<file path="config.mk">
export PLATFORM = sky130hd
export DESIGN_NAME = fracdiv
export DESIGN_NICKNAME = d
export VERILOG_FILES = /design/src/rtl/fracdiv_pkg.sv /design/src/rtl/fracdiv_sdm.sv /design/src/rtl/fracdiv.sv
export SDC_FILE = /design/constraint.sdc
export NUM_CORES = 1
export LEC_CHECK = 0
export ABC_AREA = 1
export CORE_UTILIZATION = 53
export CTS_CLUSTER_SIZE = 20
export DETAILED_ROUTE_END_ITERATION = 16
export GPL_ROUTABILITY_DRIVEN = 0
export PLACE_DENSITY = 0.87
export SLEW_MARGIN = 15
export SYNTH_ARGS = -nofsm -noshare
export SYNTH_HDL_FRONTEND = slang
export SYNTH_SLANG_ARGS = --single-unit
</file>
<file path="constraint.sdc">
create_clock -name clk -period 7.1 [get_ports clk]
set_clock_uncertainty 0.05 [all_clocks]
set_input_delay 1.42 -clock clk [delete_from_list [all_inputs] [get_ports clk]]
set_output_delay 1.42 -clock clk [all_outputs]
set_load 0.02 [all_outputs]
</file>
<file path="src/rtl/fracdiv_pkg.sv">
// +----------------------------------------------------------------------------+
// | fracdiv_pkg: shared defaults, dither LFSR constants and the ratio type     |
// | Revision: 1.0                                                              |
// +----------------------------------------------------------------------------+
`default_nettype none

package fracdiv_pkg;

    localparam int c_WI_DEFAULT        = 3;
    localparam int c_WF_DEFAULT        = 5;
    localparam int c_MIN_RATIO_DEFAULT = 2;

    // 9-bit maximal-length sequence, polynomial x^9 + x^5 + 1
    localparam int         c_LFSR_W    = 9;
    localparam logic [8:0] c_LFSR_SEED = 9'h1FF;
    localparam logic [8:0] c_LFSR_TAPS = 9'h110;

    localparam int c_RATIO_W = c_WI_DEFAULT + 1;
    typedef logic [c_RATIO_W-1:0] ratio_t;

    function automatic logic [c_LFSR_W-1:0] lfsr_next(input logic [c_LFSR_W-1:0] s);
        return {s[c_LFSR_W-2:0], ^(s & c_LFSR_TAPS)};
    endfunction

endpackage

`default_nettype wire

</file>
<file path="src/rtl/fracdiv_sdm.sv">
// +----------------------------------------------------------------------------+
// | fracdiv_sdm: first-order sigma-delta ratio generator with min-ratio clamp  |
// | Optional LFSR dither when FRACDIV_DITHER_EN is defined.                    |
// | Revision: 1.0                                                              |
// +----------------------------------------------------------------------------+
`default_nettype none

module fracdiv_sdm
    import fracdiv_pkg::*;
#(
    parameter int WI        = c_WI_DEFAULT,
    parameter int WF        = c_WF_DEFAULT,
    parameter int MIN_RATIO = c_MIN_RATIO_DEFAULT
) (
    input  logic             clk,
    input  logic             rst,
    input  logic             load,
    input  logic [WI+WF-1:0] avgn,
    output logic [WI:0]      ratio_next
);

    localparam logic [WI:0] c_MIN = (WI+1)'(MIN_RATIO);

    logic [WI-1:0] w_int;
    logic [WF-1:0] w_frac;
    logic          w_carry;
    logic [WI:0]   w_raw;

    assign w_int  = avgn[WI+WF-1:WF];
    assign w_frac = avgn[WF-1:0];

`ifdef FRACDIV_DITHER_EN
    // One extra accumulator LSB absorbs the dither bit; F is pre-scaled to match
    logic [WF:0]          r_acc;
    logic [c_LFSR_W-1:0]  r_lfsr;
    logic [WF+1:0]        w_sum;

    assign w_sum   = {1'b0, r_acc} + {1'b0, w_frac, 1'b0} + {{(WF+1){1'b0}}, r_lfsr[0]};
    assign w_carry = w_sum[WF+1];

    always_ff @(posedge clk) begin
        if (rst) begin
            r_acc  <= '0;
            r_lfsr <= c_LFSR_SEED;
        end else if (load) begin
            r_acc  <= w_sum[WF:0];
            r_lfsr <= lfsr_next(r_lfsr);
        end
    end
`else
    logic [WF-1:0] r_acc;
    logic [WF:0]   w_sum;

    assign w_sum   = {1'b0, r_acc} + {1'b0, w_frac};
    assign w_carry = w_sum[WF];

    always_ff @(posedge clk) begin
        if (rst) begin
            r_acc <= '0;
        end else if (load) begin
            r_acc <= w_sum[WF-1:0];
        end
    end
`endif

    assign w_raw      = {1'b0, w_int} + {{WI{1'b0}}, w_carry};
    assign ratio_next = (w_raw < c_MIN) ? c_MIN : w_raw;

endmodule

`default_nettype wire

</file>
<file path="src/rtl/fracdiv.sv">
// +----------------------------------------------------------------------------+
// | fracdiv: fractional clock divider, one-cycle pulse per divided period      |
// | FRACDIV_DITHER_EN enables LFSR dither inside fracdiv_sdm.                  |
// | Revision: 1.0                                                              |
// +----------------------------------------------------------------------------+
`default_nettype none

module fracdiv
    import fracdiv_pkg::*;
#(
    parameter int WI        = c_WI_DEFAULT,
    parameter int WF        = c_WF_DEFAULT,
    parameter int MIN_RATIO = c_MIN_RATIO_DEFAULT
) (
    input  logic             clk,
    input  logic             rst,
    input  logic             en,
    input  logic [WI+WF-1:0] avgn,
    output logic             div_out,
    output logic [WI:0]      ratio
);

    logic [WI:0] r_cnt;
    logic [WI:0] r_ratio;
    logic        r_div;
    logic        w_reload;
    logic [WI:0] w_applied;

    assign w_reload = en && (r_cnt == '0);

    fracdiv_sdm #(
        .WI        (WI),
        .WF        (WF),
        .MIN_RATIO (MIN_RATIO)
    ) u_sdm (
        .clk        (clk),
        .rst        (rst),
        .load       (w_reload),
        .avgn       (avgn),
        .ratio_next (w_applied)
    );

    // cnt is zero out of reset, so the first enabled edge is always a reload
    always_ff @(posedge clk) begin
        if (rst) begin
            r_cnt   <= '0;
            r_ratio <= '0;
            r_div   <= 1'b0;
        end else if (en) begin
            if (w_reload) begin
                r_ratio <= w_applied;
                r_cnt   <= w_applied - (WI+1)'(1);
                r_div   <= 1'b1;
            end else begin
                r_cnt   <= r_cnt - (WI+1)'(1);
                r_div   <= 1'b0;
            end
        end else begin
            r_div <= 1'b0;
        end
    end

    assign div_out = r_div;
    assign ratio   = r_ratio;

endmodule

`default_nettype wire

</file>
Word-level counts from Yosys, hierarchy flattened

Cells that the tools add are included.

Flip-flop bits (word level): 14
Output and inout port bits: 5

Multiplexer cells: 3
Reductions and logical operators: 4
Bitwise logic cells: 1
Order comparisons: 1
$add $sub $neg: 4

Operators with widths:

| operator                                                                      | number |
|---|---|
| 4-bit two-way mux                                                             | 2 |
| 4-bit by 1-bit subtractor with 4-bit output (second input constant)           | 2 |
| 5-bit by 5-bit adder with 6-bit output                                        | 1 |
| 3-bit by 1-bit adder with 4-bit output                                        | 1 |
| 4-bit logical NOT                                                             | 1 |
| 4-bit by 2-bit less-than comparator with 1-bit output (second input constant) | 1 |
| 2-bit AND reduction                                                           | 1 |
| 2-bit OR reduction                                                            | 1 |
| 1-bit logical AND                                                             | 1 |
| 1-bit two-way mux                                                             | 1 |
| 1-bit NOT                                                                     | 1 |

Longest topological paths before layout

Gate-level depths: netlist of run 1.

Depth after elaboration: 6
Mapped depth: 18
Mapped depth without buffers: 18

Modules after synthesis

From an unflattened synthesis of run 1, not the netlist that was laid out.

Cell total of the unflattened synthesis: 129
Area total of the unflattened synthesis: 894.6 sq um

By module, submodules not included:

| module      | area an instance (sq um) | cells an instance | times used |
|---|---|---|---|
| fracdiv_sdm | 481.7                    | 74                | 1 |
| fracdiv     | 412.9                    | 55                | 1 |

Worst setup path before layout of run 1

Ideal clock, no wire load.

Path kind: input-to-reg
Start point: input port avgn[2]
End point: register r_cnt[2]
Path buffers: 0
Arrival: 3.384 ns
Slack: 3.548 ns
Setup time: 0.118 ns
Stages on the path: 16
Path through: ha_1 > a21oi_1 > nand2_1 > a21oi_1 > o21bai_1 > ha_1 > ha_1 > nand2_1 > nand3_1 > o21ai_1 > inv_1 > nor2_1 > ha_1 > inv_1 > nor3_1 > nor2_1

Longest elaborated chain between the ends: 6

RTL lines:

| item                                                  | line              | source |
|---|---|---|
| start, declared                                       | fracdiv.sv:18     | `input logic [WI+WF-1:0] avgn,` |
| 5-bit by 5-bit adder with 6-bit output *              | fracdiv_sdm.sv:54 | `assign w_sum = {1'b0, r_acc} + {1'b0, w_frac};` |
| 3-bit by 1-bit adder with 4-bit output *              | fracdiv_sdm.sv:66 | `assign w_raw = {1'b0, w_int} + {{WI{1'b0}}, w_carry};` |
| 4-bit by 2-bit less-than comparator with 1-bit output | fracdiv_sdm.sv:67 | `assign ratio_next = (w_raw < c_MIN) ? c_MIN : w_raw;` |
| 4-bit two-way mux *                                   | fracdiv_sdm.sv:67 |  |
| 4-bit by 1-bit subtractor with 4-bit output *         | fracdiv.sv:52     | `r_cnt <= w_applied - (WI+1)'(1);` |
| 4-bit two-way mux *                                   | fracdiv.sv:50     | `if (w_reload) begin` |
| end signal, assigned                                  | fracdiv.sv:52     |  |
| end signal, assigned                                  | fracdiv.sv:55     | `r_cnt <= r_cnt - (WI+1)'(1);` |
| end, declared                                         | fracdiv.sv:23     | `logic [WI:0] r_cnt;` |

Every way passes the cells marked *; elsewhere a longest branch is shown, timed or not.
A chain may end at the register's enable or synchronous reset.

Worst setup path in the final report of run 1

Same ends and word-level chain as after synthesis.

==> impl_results.md, run 1 <==
* Layout Nets at 145
* Max Clock Freq at 253 MHz
* Hpwl dp at 1240 µm
* WP buf/inv at 3
* Worst path arrival time at 4070 ps
* Critical Path Max Stage Delay at 420 ps
* Required time of the critical path at 7230 ps
* Cell area after synthesis at 810 µm²
* Cell Rows at 13
* First-pass GRT wire length at 2820 µm
* Max VDD drop at 0.124 mV
* Setup TNS at 0 ps
* Hold Slack at 431 ps
* Core region area at 1370 µm²
* Crit share post-route at 55.6%
* CP delay by family, top: adder cells
* Finish-stage setup viols at 0
* Final Max Slew Viols at 0
* Final hold vios at 0
* Port bufs at 15
* IO Count at 16
* GR Util met1 at 31.2%
* Syn nets at 127
* M2 GR Usage at 44.5%
* Synth-to-Final Area Change at 21.3%
* # fillers at 116
* Crit end category: register
* Commonest non-fill, non-tap cell in the layout: nand2_1
* Skew-Pair Late Insertion Delay at 280 ps
* Commonest cells after routing, fill and taps aside: nand2_1, inv_1, clkdlybuf4s50_1, dfxtp_1, a21oi_1
* CTS Sinks at 14
* Gr usage total at 26.4%
* WL/cell at 11.9 µm
* Hold Path Class: reg -> reg
* Setup Buffers After CTS at 0
* Final Critical Period at 3950 ps
* CTS tree: built
* Die width at 41.1 µm
* Antenna violations before repair at 0
* GR Overflow Total at 0
* Post-cts resize count at 0
* Design area at 982 µm²
* RSZ-0062 raised after global routing: false
* Global route hottest layer: met2
* Worst-case clock buffer depth at 2
* Post-Syn Area per Cell at 7.57 µm²
* Root Buffer: clkbuf_4
* Maxcap violations at 0
* Diode count at 0
* Inserted Clock Buffers at 3
* CP startpoint kind: input pin
* Pwr/cell area at 208 nW/µm²
* Relative slew slack at 77.8%
* CP Max Fanout at 4
* Post-cts hold buffer count at 0
* Status: finished, final reports clean
* Largest net degree at the start of global routing at 13
* Htree depth at 1
* Ys Warns at 0
* Post-synthesis sequential area ratio at 34.6%
* Die area at 1690 µm²
* Die height at 41.1 µm
* Mapped Cells at 107
* Critical path type: in -> reg
* Critical Path Most Common Cell: ha_1
* LEAKAGE at 0.000472 µW
* Yosys cell types at 24
* Clock slew at reported path FFs at 80 ps
* Critical-path top delay cell: clkdlybuf4s50_1
* Number of synthesized register bits at 14
* Initial Util at 59.2%
* Layout cells sized above 1 at 7.32%
* Vias/cell at 5.26
* Met3 Use GR at 5.43%
* Final wirelength at 1640 µm
* Worst-margin pin slew at 332 ps
* 1st-pass router iterations at 4
* Remaining DRCs at 0
* Vias in the first global route at 699
* Crit-path cells: clkdlybuf4s50_1 > ha_1 > a21oi_1 > nand2_1 > a21oi_1 > o21bai_1 > ha_1 > ha_1 > nand2_1 > nand3_1 > o21ai_1 > inv_1 > nor2_1 > ha_1 > inv_1 > nor3_1 > nor2_1
* DR vias at 726
* Antenna Nets Post-Route at 0
* DRT iter0 DRCs at 17
* DP Area at 960 µm²
tightest hold or removal path, delay by kind of cell, from the launching register on:
kind            cells  cell delay [ps]
simple gates        1               60
compound gates      1               60
flops               1              320
synth_stat cells:
cell type,number,area share (%)
or2_2,1,0.77
xor2_1,1,1.1
nand3_1,7,4.3
nand2_1,21,9.7
clkinv_1,1,0.46
o21bai_1,2,1.9
fa_1,1,2.5
inv_1,15,7.0
o21a_1,1,0.93
nand3_2,1,1.2
ha_1,8,12
nor2_4,1,1.4
buf_6,1,1.4
o211ai_1,1,0.93
dfxtp_1,14,35
xnor2_1,1,1.1
o21ai_1,1,0.62
a21oi_1,12,7.4
buf_4,1,0.93
nor2_1,8,3.7
nor3_1,1,0.62
o21ai_0,4,2.5
o21ai_2,1,1.1
nor2_2,2,1.5
through the flow:
step	util [%]	setup WS, ps	instances	power, µW
4_1_cts	71.9	3180	138	205
3_5_place_dp	70.2	2900	135	160
5_1_grt	71.9	2830	138	220
6_report	71.9	3150	138	204
2_1_floorplan	-	3550	107	142
3_3_place_gp	70.2	2950	135	157
final timing paths:
path,startpoint,end,slack [ps],cells after the start
max reg2reg,u_sdm.r_acc[2],r_cnt[2],4420,16
max,avgn[2],r_cnt[2],3150,17
min reg2reg,ratio[2],ratio[2],430,2
min,ratio[2],ratio[2],430,2
cell families after synthesis:
family | synth area share [%]
xor gates and xnor gates | 2.16
AOI/OAI and AO/OA | 15.3
buffers and inverters | 9.74
DFF | 34.6
adders and majority gates | 14.8
and+or+nand+nor | 23.3
routing by layer:
| layer | part of all wire [%] | up-vias |
|---|---|---|
| li1 | - | 377 |
| met1 | 47 | 325 |
| met2 | 48 | 19 |
| met3 | 3.5 | 5 |
| met4 | 1.8 | 0 |
| met5 | 0 | - |
cell type report:
cell class,count,area [µm²],share of cell area [%]
clock buffer,3,22.5,2.29
inverter,16,60.1,6.11
multi-input combinational,75,450,45.9
sequential,14,280,28.5
tap,15,18.8,1.91
timing repair buffer,15,150,15.3
state kept, by name, summed over array words and instances, names as in the netlist:
register,cells
u_sdm.r_acc,5
r_cnt,4
ratio,4
div_out,1
power by group:
part           switching [µW]  internal [µW]
Sequential               5.82           87.0
Combinational            37.4           29.3
Clock                    25.1           19.7
Total                    68.4            136
No activity file was read; power rests on OpenSTA's default activity.
==> run 2, diff against run 1 <==
--- a/config.mk
+++ b/config.mk
@@ -6,11 +6,11 @@
 export NUM_CORES = 1
 export LEC_CHECK = 0
 export ABC_AREA = 1
-export CORE_UTILIZATION = 53
+export CORE_UTILIZATION = 49
 export CTS_CLUSTER_SIZE = 20
 export DETAILED_ROUTE_END_ITERATION = 16
 export GPL_ROUTABILITY_DRIVEN = 0
-export PLACE_DENSITY = 0.87
+export PLACE_DENSITY = 0.81
 export SLEW_MARGIN = 15
 export SYNTH_ARGS = -nofsm -noshare
 export SYNTH_HDL_FRONTEND = slang
==> constraint.sdc (replaced) <==
create_clock -name clk -period 3.85 [get_ports clk]
set_clock_uncertainty 0.05 [all_clocks]
set_input_delay 0.77 -clock clk [delete_from_list [all_inputs] [get_ports clk]]
set_output_delay 0.77 -clock clk [all_outputs]
set_load 0.02 [all_outputs]
==> run 2 against run 1 <==
Against the previous run:
- die area rose by 7.8%
- via count is 0.55% lower
- routed wire length down 6.8%
- combinational power increased by 81%
- power up 85%
- first-iteration DRC count shrank 47%
- worst hold slack got worse by 14 ps
- clock-buffer cell count unchanged
- non-clock buffer count is the same
- utilization decreased by 7.4 points
- sequential power up 84%
- worst setup slack lost 2700 ps
- critical path type unchanged
==> impl_results.md, run 2 (synthesis results as in run 1) <==
* Status: finished, final reports clean
* Die height at 42.6 µm
* Htree depth at 1
* Final Max Slew Viols at 0
* Vias/cell at 5.19
* LEAKAGE at 0.000472 µW
* Commonest non-fill, non-tap cell in the layout: nand2_1
* Setup Buffers After CTS at 0
* WP buf/inv at 3
* DP Cell Count at 136
* Final wirelength at 1530 µm
* Final Critical Period at 3370 ps
* Die area at 1820 µm²
* Largest net degree at the start of global routing at 13
* Commonest cells after routing, fill and taps aside: nand2_1, inv_1, clkdlybuf4s50_1, dfxtp_1, a21oi_1
* Initial Util at 53.1%
* Critical Path Most Common Cell: ha_1
* FF+latch area at 280 µm²
* Antenna violations before repair at 0
* Total power at 378 µW
* CP startpoint kind: input pin
* Worst-case clock buffer depth at 2
* Root Buffer: clkbuf_4
* DR vias at 722
* Crit end category: register
* Diode count at 0
* Layout cells sized above 1 at 7.32%
* Multi-input gate area at 450 µm²
* Gr usage total at 20.1%
* Maxcap violations at 0
* Post-cts hold buffer count at 0
* Core region area at 1520 µm²
* Critical path type: in -> reg
* Design area at 983 µm²
* Biggest register: u_sdm.r_acc
* Port bufs at 15
* CP Max Fanout at 4
* Crit-path cells: clkdlybuf4s50_1 > ha_1 > a21oi_1 > nand2_1 > a21oi_1 > o21bai_1 > ha_1 > ha_1 > nand2_1 > nand3_1 > o21ai_1 > inv_1 > nor2_1 > ha_1 > inv_1 > nor3_1 > nor2_1
* Skew-Pair Late Insertion Delay at 280 ps
* CP delay by family, top: adder cells
* Critical Path Max Stage Delay at 430 ps
* Max FFs per register at 5
* # fillers at 129
* Remaining DRCs at 0
* RSZ-0062 raised after global routing: false
* Antenna Nets Post-Route at 0
* Max VDD drop at 0.228 mV
* Cell Rows at 14
* Max Clock Freq at 297 MHz
* DRT iter0 DRCs at 9
* Post-cts resize count at 0
* Vias in the first global route at 680
* Layout Nets at 145
* CTS tree: built
* WL/cell at 11.0 µm
* Relative slew slack at 80.4%
* Clock slew at reported path FFs at 80 ps
* IO Count at 16
* Critical-path top delay cell: clkdlybuf4s50_1
* 1st-pass router iterations at 4
* Worst path arrival time at 3500 ps
* Synth-to-Final Area Change at 21.5%
* Finish-stage setup viols at 0
* Worst-margin pin slew at 292 ps
* Crit share post-route at 87.5%
* Final hold vios at 0
* Hpwl dp at 1210 µm
* Hold Path Class: reg -> reg
* GR Overflow Total at 0
* CTS Sinks at 14
* First-pass GRT wire length at 2730 µm
* Final instance count without filler cells at 139
* Required time of the critical path at 3980 ps
* Pwr/cell area at 384 nW/µm²
* Setup TNS at 0 ps
* Hold Slack at 417 ps
* Die width at 42.6 µm
* DP Area at 961 µm²
* Inserted Clock Buffers at 3
## run 2: final timing paths
path / startpoint / endpoint / depth (start not counted) / slack, ps
worst max-delay path: avgn[2] / r_cnt[2] / 17 / 480
worst min register to register: ratio[1] / ratio[1] / 2 / 420
worst max register to register: u_sdm.r_acc[2] / r_cnt[2] / 16 / 1090
worst min-delay path: ratio[1] / ratio[1] / 2 / 420
## run 2: worst register-to-register path, stage by stage (launching register included)
cell and delay, ps:
dfxtp_1 330, ha_1 330, a21oi_1 140, nand2_1 90, a21oi_1 140, o21bai_1 80
ha_1 200, ha_1 220, nand2_1 80, nand3_1 90, o21ai_1 270, inv_1 90
nor2_1 100, ha_1 140, inv_1 50, nor3_1 190, nor2_1 70
## run 2: through the flow
| stage | util, % | setup slack, ps |
|---|---|---|
| 6_report | 64.5 | 481 |
| 5_1_grt | 64.5 | 245 |
| 4_1_cts | 64.5 | 511 |
| 3_5_place_dp | 63.1 | 218 |
| 3_3_place_gp | 63.1 | 351 |
| 2_1_floorplan | - | 948 |
## run 2: cell type report
cell class,instances,area share (%)
clock buffers,3,2.29
inverters,16,6.11
multi-input cells,75,45.8
flip-flops and latches,14,28.5
well taps,16,2.04
repair buffers,15,15.3
## run 2: report_power, final
part	total, µW	internal, µW	switching [µW]
sequential	171	160	10.2
clock	86.1	36.3	49.7
combinational	121	53.8	67.3
total	378	251	127
## run 2: routing by layer
metal  share of wire (%)  up-vias  GRT usage, %
met5                   0        -             0
met4                 1.9        0          9.38
met3                 4.0        5          4.31
met2                  47       17          33.9
met1                  47      323          23.7
li1                    -      377             -
